### src/rtl/bch_encoder.sv
// Systematic bit-serial BCH encoder: forwards K message bits, then shifts out the P-bit
// remainder of m(x)*x^P mod g(x) from an LFSR, behind a single registered output stage.
module bch_encoder #(
  parameter int unsigned                  C_MSG_LEN    = 16,
  parameter int unsigned                  C_PARITY_LEN = 15,
  parameter logic [C_PARITY_LEN-1:0]      C_GEN_POLY   = 15'h0FAF
) (
  input  logic I_clk,
  input  logic I_rst_n,
  input  logic I_data,
  input  logic I_data_v,
  output logic O_data_ready,
  output logic O_code,
  output logic O_code_v,
  input  logic I_code_ready,
  output logic O_code_last,
  output logic O_busy
);

  localparam int unsigned MaxLen = (C_MSG_LEN > C_PARITY_LEN) ? C_MSG_LEN : C_PARITY_LEN;
  localparam int unsigned CntW   = $clog2(MaxLen + 1);
  localparam logic [CntW-1:0] MsgLast = CntW'(C_MSG_LEN - 1);
  localparam logic [CntW-1:0] ParLast = CntW'(C_PARITY_LEN - 1);

  typedef enum logic [0:0] {StMsg, StPar} state_e;

  state_e                  state_q, state_d;
  logic [C_PARITY_LEN-1:0] r_q, r_d;
  logic [CntW-1:0]         cnt_q, cnt_d;
  logic                    code_q, code_d;
  logic                    code_v_q, code_v_d;
  logic                    code_last_q, code_last_d;
  logic                    busy_q, busy_d;

  logic loadable;
  logic out_xfer;
  logic data_ready;
  logic in_xfer;
  logic fb;

  always_comb begin
    state_d     = state_q;
    r_d         = r_q;
    cnt_d       = cnt_q;
    code_d      = code_q;
    code_v_d    = code_v_q;
    code_last_d = code_last_q;
    busy_d      = busy_q;
    fb          = 1'b0;

    loadable   = !code_v_q || I_code_ready;
    out_xfer   = code_v_q && I_code_ready;
    data_ready = (state_q == StMsg) && loadable;
    in_xfer    = I_data_v && data_ready;

    // Draining the output register; a load below overrides these in the same cycle.
    if (out_xfer) begin
      code_v_d    = 1'b0;
      code_last_d = 1'b0;
      if (code_last_q) begin
        busy_d = 1'b0;
      end
    end

    unique case (state_q)
      StMsg: begin
        if (in_xfer) begin
          code_d      = I_data;
          code_v_d    = 1'b1;
          code_last_d = 1'b0;
          busy_d      = 1'b1;
          fb          = I_data ^ r_q[C_PARITY_LEN-1];
          r_d         = {r_q[C_PARITY_LEN-2:0], 1'b0} ^ (fb ? C_GEN_POLY : '0);
          if (cnt_q == MsgLast) begin
            cnt_d   = '0;
            state_d = StPar;
          end else begin
            cnt_d = cnt_q + 1'b1;
          end
        end
      end
      StPar: begin
        if (loadable) begin
          code_d   = r_q[C_PARITY_LEN-1];
          code_v_d = 1'b1;
          r_d      = {r_q[C_PARITY_LEN-2:0], 1'b0};
          if (cnt_q == ParLast) begin
            code_last_d = 1'b1;
            r_d         = '0;
            cnt_d       = '0;
            state_d     = StMsg;
          end else begin
            code_last_d = 1'b0;
            cnt_d       = cnt_q + 1'b1;
          end
        end
      end
      default: state_d = StMsg;
    endcase
  end

  always_ff @(posedge I_clk or negedge I_rst_n) begin
    if (!I_rst_n) begin
      state_q     <= StMsg;
      r_q         <= '0;
      cnt_q       <= '0;
      code_q      <= 1'b0;
      code_v_q    <= 1'b0;
      code_last_q <= 1'b0;
      busy_q      <= 1'b0;
    end else begin
      state_q     <= state_d;
      r_q         <= r_d;
      cnt_q       <= cnt_d;
      code_q      <= code_d;
      code_v_q    <= code_v_d;
      code_last_q <= code_last_d;
      busy_q      <= busy_d;
    end
  end

  assign O_data_ready = data_ready;
  assign O_code       = code_q;
  assign O_code_v     = code_v_q;
  assign O_code_last  = code_last_q;
  assign O_busy       = busy_q;

endmodule

### config.mk
export PLATFORM = sky130hd
export DESIGN_NAME = bch_encoder
export DESIGN_NICKNAME = d
export VERILOG_FILES = /design/src/rtl/bch_encoder.sv
export SDC_FILE = /design/constraint.sdc
export NUM_CORES = 1
export LEC_CHECK = 0
export BUFFER_PORTS_ARGS = -buffer_cell sky130_fd_sc_hd__buf_2
export CAP_MARGIN = 30
export CORE_ASPECT_RATIO = 1.4
export CORE_MARGIN = 4
export CORE_UTILIZATION = 52
export DETAILED_ROUTE_END_ITERATION = 10
export GPL_TIMING_DRIVEN = 1
export PLACE_DENSITY = 0.74
export RECOVER_POWER = 25
export SYNTH_ARGS = -nofsm -noshare
export SYNTH_HDL_FRONTEND = slang
export SYNTH_SLANG_ARGS = --single-unit
export TNS_END_PERCENT = 5
### constraint.sdc
create_clock -name I_clk -period 1.4 [get_ports I_clk]
set_input_delay 0 -clock I_clk [delete_from_list [all_inputs] [get_ports I_clk]]
set_output_delay 0 -clock I_clk [all_outputs]
set_load 0.01 [all_outputs]
### After elaboration in Yosys (flattened, before gate mapping)

Index checks and enable logic that the tools add are counted.

| storage, ports and cells | value |
|---|---|
| word-level logic and storage cells | 52 |
| register bits | 25 |
| output and inout port bits | 5 |
| input bits | 5 |

| operators by class | value |
|---|---|
| add/sub/neg operators | 1 |
| mux-type cells | 31 |
| bitwise logic cells | 3 |
| reductions and logical operators | 6 |
| equal/unequal tests | 4 |

Operator list:

| operator | number |
|---|---|
| two-way mux 15 bit | 3 |
| one-hot mux 15 bit (2 select lines) | 1 |
| two-way mux 5 bit | 4 |
| two-way mux 1 bit | 17 |
| bitwise XOR 15 x 12 -> 15 bit | 1 |
| two-way mux 12 bit | 1 |
| equality test 5 x 4 -> 1 bit, second input constant | 2 |
| one-hot mux 5 bit (2 select lines) | 1 |
| one-hot mux 1 bit (2 select lines) | 4 |
| adder 5 x 1 -> 5 bit, second input constant | 1 |
| logical AND 1 bit | 3 |
| inequality test 2 x 1 -> 1 bit, second input constant | 1 |
| inequality test 2 bit, second input constant | 1 |
| AND reduction 2 bit | 1 |
| zero test 1 bit | 1 |
| logical OR 1 bit | 1 |
| NOT 1 bit | 1 |
| bitwise XOR 1 bit | 1 |

### Longest topological paths before layout

| logic depth | value |
|---|---|
| word-level depth | 6 |
| gate-level depth with buffers | 7 |
| gate-level depth less buffers | 6 |

### Worst setup path after synthesis

OpenSTA, ideal clock, no wires.

| path | value |
|---|---|
| kind | flip-flop to flip-flop |
| start | reg cnt_q[0] |
| end | reg r_q[10] |
| data arrival time | 1369 ps |
| required time | 1308 ps |
| setup time | 92 ps |
| path slack | -61 ps |
| clock period less this slack | 1461 ps |
| cell stages (with the launch flop) | 8 |
| buffers on the path | 2 |
| path through | dfrtp_1 -> inv_1 -> ha_1 -> and4b_4 -> and2_4 -> buf_6 -> buf_8 -> o31ai_2 |

| on the way | value |
|---|---|
| longest elaborated chain between the ends | 4 |

RTL lines:

| what | RTL line | source |
|---|---|---|
| start: declaration | 29 | `logic [CntW-1:0] cnt_q, cnt_d;` |
| start signal: assignment | 114 | `cnt_q <= cnt_d;` |
| equality test 5 x 4 -> 1 bit | 87 | `if (cnt_q == ParLast) begin` |
| two-way mux 15 bit | 87 |  |
| two-way mux 15 bit | 83 | `if (loadable) begin` |
| one-hot mux 15 bit (2 select lines) | 65 | `unique case (state_q)` |
| end signal: assignment | 113 | `r_q <= r_d;` |
| end: declaration | 28 | `logic [C_PARITY_LEN-1:0] r_q, r_d;` |

No other way between the ends. The select of a mux whose other input is x is not followed.
A chain may end at the register's enable or synchronous reset.

### Final worst setup path

| path | value |
|---|---|
| start | reg cnt_q[1] |
| end | reg cnt_q[0] |

| on the way | value |
|---|---|
| longest elaborated chain between the ends | 4 |
| elaborated cells between the ends (all ways) | 7 |
| classes of those cells | eq/ne (2); mux (5) |

RTL lines:

| what | RTL line |
|---|---|
| equality test 5 x 4 -> 1 bit (on tied branches) | 87, 74 |
| two-way mux 5 bit (on tied branches) | 87, 74 |
| two-way mux 5 bit (on tied branches) | 83, 67 |
| one-hot mux 5 bit (2 select lines) * | 65 |

Mark *: on every way between the ends. The rest lies on a longest branch, timed or not. The select of a mux whose other input is x is not followed.

==> impl_metrics.json <==
{
  "cp-end-kind": "register",
  "worst_pin_slew_ns": 0.633,
  "drtIter0Drc": 33,
  "yosysSeqAreaShare": 0.479,
  "holdCritPathClass": "in2reg",
  "die_h_um": 67.3,
  "grt_use_total": 0.154,
  "clock-sinks": 25,
  "worst_slack_ns": -0.0253,
  "grt_pass1_vias": 914,
  "path_max_fanout": 4,
  "setup_tns_ns": -0.0354,
  "whs_ns": 0.0460,
  "clockBufferDepth": 2,
  "die_x_um": 50.4,
  "cpLargestDelayFamily": "flip-flops",
  "gp_congestion": 0.788,
  "grt_pass1_wl_mm": 3.95,
  "routed-wl-met2_mm": 1.31,
  "clock_skew_ns": 0.00994,
  "vias": 988,
  "portBuffers": 9,
  "fin_crit_ns": 1.43,
  "synthesis.nets": 135,
  "avgSynthCellArea_um2": 10.3,
  "total_power_mw": 3.49,
  "slew_viol_final": 0,
  "drt_drc_violations_left": 0,
  "slowest_delay_ns": 0.46,
  "status": "complete, but fails checks",
  "dr.pass1.iters": 4,
  "power_density_mw_per_mm2": 2160,
  "grt_max_degree": 27,
  "via_per_inst": 5.40,
  "final_nets": 158,
  "worstSetupPathType": "reg2reg",
  "fin_cells": 183,
  "layout-drive-gt1-share": 0.322,
  "numCtsBuffers": 3,
  "core_area_mm2": 0.00239,
  "detail_route.wl_per_cell_um": 14.0,
  "top_layer_used": "met4",
  "crit_path_start_kind": "register",
  "finalHoldViolations": 0,
  "routed_wl_mm": 2.57,
  "violations": "setup timing",
  "required_ns": 1.65,
  "hpwlAfterDp_mm": 1.62,
  "start_util": 0.546,
  "insertion_delay_ns": 0.33,
  "gr-total-overflow": 0,
  "synth_cell_type_count": 28,
  "rows": 21,
  "maxCapViolCount": 0,
  "yosys_warnings": 0,
  "antenna_found_initial": 0,
  "wl_met3_um": 93,
  "cts_root_buffer": "clkbuf_4",
  "maxSlewHeadroom": 0.578,
  "total_leakage_power_nw": 0.695,
  "path_buf_inv": 0,
  "synth_cells": 127,
  "cts_tree": "yes",
  "netlist_area_mm2": 0.00131,
  "ir_drop_mv": 1.06,
  "post-place-cells": 174,
  "syn_to_final_growth_pct": 23.9,
  "grt_setup_unrepaired": "yes",
  "diodes": 0,
  "clk_pin_slew_ns": 0.15,
  "met1Wirelength_mm": 1.13,
  "path_cells": "ha_2 -> mux2i_1 -> nor3_2 -> or3_1 -> o21ai_0",
  "htree_levels": 1,
  "finalSetupViolations": 3,
  "drtAntennaViolNets": 0,
  "cp_slowest_cell": "dfrtp_1",
  "arrival_ns": 1.67,
  "ys_ff_latch": 25,
  "io_pins": 10,
  "dieArea_mm2": 0.00339,
  "timing.final.crit_share": 1.02,
  "fmax_ghz": 0.702
}
-- cell usage after synthesis, drive strengths merged --
master	n	area, um2
nand3	5	25.0
nand2	30	113
buf	6	55.1
dfrtp	25	626
nand2b	1	6.26
o21a	1	7.51
a31oi	2	12.5
nor2b	2	12.5
o21ai	10	53.8
nor3	3	15.0
and4b	1	13.8
xnor2	10	87.6
nor2	7	42.5
o211ai	1	7.51
o31ai	10	120
or3	2	12.5
inv	2	7.51
mux2i	3	30.0
a21o	1	7.51
ha	3	37.5
and2	1	8.76
a21oi	1	5.00
-- state kept, by name (all words and copies together), names as in the netlist --
signal,cells
O_code_last,1
cnt_q,5
O_code,1
r_q,15
state_q,1
O_busy,1
O_code_v,1
-- per-layer routing --
metal  global-route usage  up-vias
li1                     -      480
met1                0.190      483
met2                0.261       20
met3               0.0287        5
met4               0.0707        0
met5                    0        -
-- timing repair --
action	4_1_cts	5_1_grt
setup endpoints to repair	16	18
hold buffers	3	0
hold endpoints to repair	27	0
cloned	0	1
buffers inserted	1	0
pin swaps	2	6
gates resized for setup	4	18
-- power breakdown --
group | internal (mW) | switching [mW] | total, mW
registers | 1.04 | 0.277 | 1.32
logic | 0.912 | 0.923 | 1.83
clock network | 0.109 | 0.231 | 0.340
total | 2.06 | 1.43 | 3.49
-- cells in the final DEF (no fill, tap or decap), drive strengths merged, types with 2 or more instances in the layout --
cell type,n
a31oi,2
buf,19
clkbuf,5
dfrtp,25
dlygate4sd3,3
ha,3
inv,2
mux2i,3
nand2,30
nand3,5
nor2,7
nor2b,2
nor3,3
o21ai,10
o31ai,10
or3,2
xnor2,10
-- path summary, 6_finish.rpt --
kind / from / end / slack, ns / cells after the start
worst max-delay path: cnt_q[1] / cnt_q[0] / -0.03 / 5
worst min-delay path: I_code_ready / O_busy / 0.05 / 4
worst max register to register: cnt_q[1] / cnt_q[0] / -0.03 / 5
worst min register to register: O_code / O_code / 0.50 / 2
max in group asynchronous: I_rst_n / state_q / 0.76 / 2
min in group asynchronous: I_rst_n / r_q[2] / 0.20 / 2
-- area by class of cell --
type                            instances  area [um2]
Clock buffer                            3        22.5
Clock inverter                          1        7.51
Fill cell                             193         773
Inverter                                2        7.51
Multi-Input combinational cell         94         712
Sequential cell                        25         627
Tap cell                               34        42.5
Timing Repair Buffer                   24         199
-- cell families (layout without fill, tap and decap cells) --
family                     Yosys count  in the layout  share of synthesized area
muxes                                3              3                     0.0230
buffers and inverters                8             30                     0.0479
DFF                                 25             25                      0.479
xor gates and xnor gates            10             10                     0.0670
and+or+nand+nor                     52             52                      0.191
adders and majority gates            3              3                     0.0287
AOI/OAI and AO/OA                   26             26                      0.164
-- stage by stage --
stage	utilization	instance area, um2	setup slack [ns]
CTS	0.631	1510	-0.0234
finish	0.677	1620	-0.0253
detailed placement	0.598	1430	-0.0220
global route	0.677	1620	-0.0909
global placement	0.598	1430	0.0384
floorplan	-	1310	-0.0106
-- worst register-to-register path, stage by stage (launching register included) --
cell and delay, ns:
dfrtp_1 0.46, ha_2 0.23, mux2i_1 0.19, nor3_2 0.08, or3_1 0.30, o21ai_0 0.09
No activity file was read; power rests on OpenSTA's default activity.
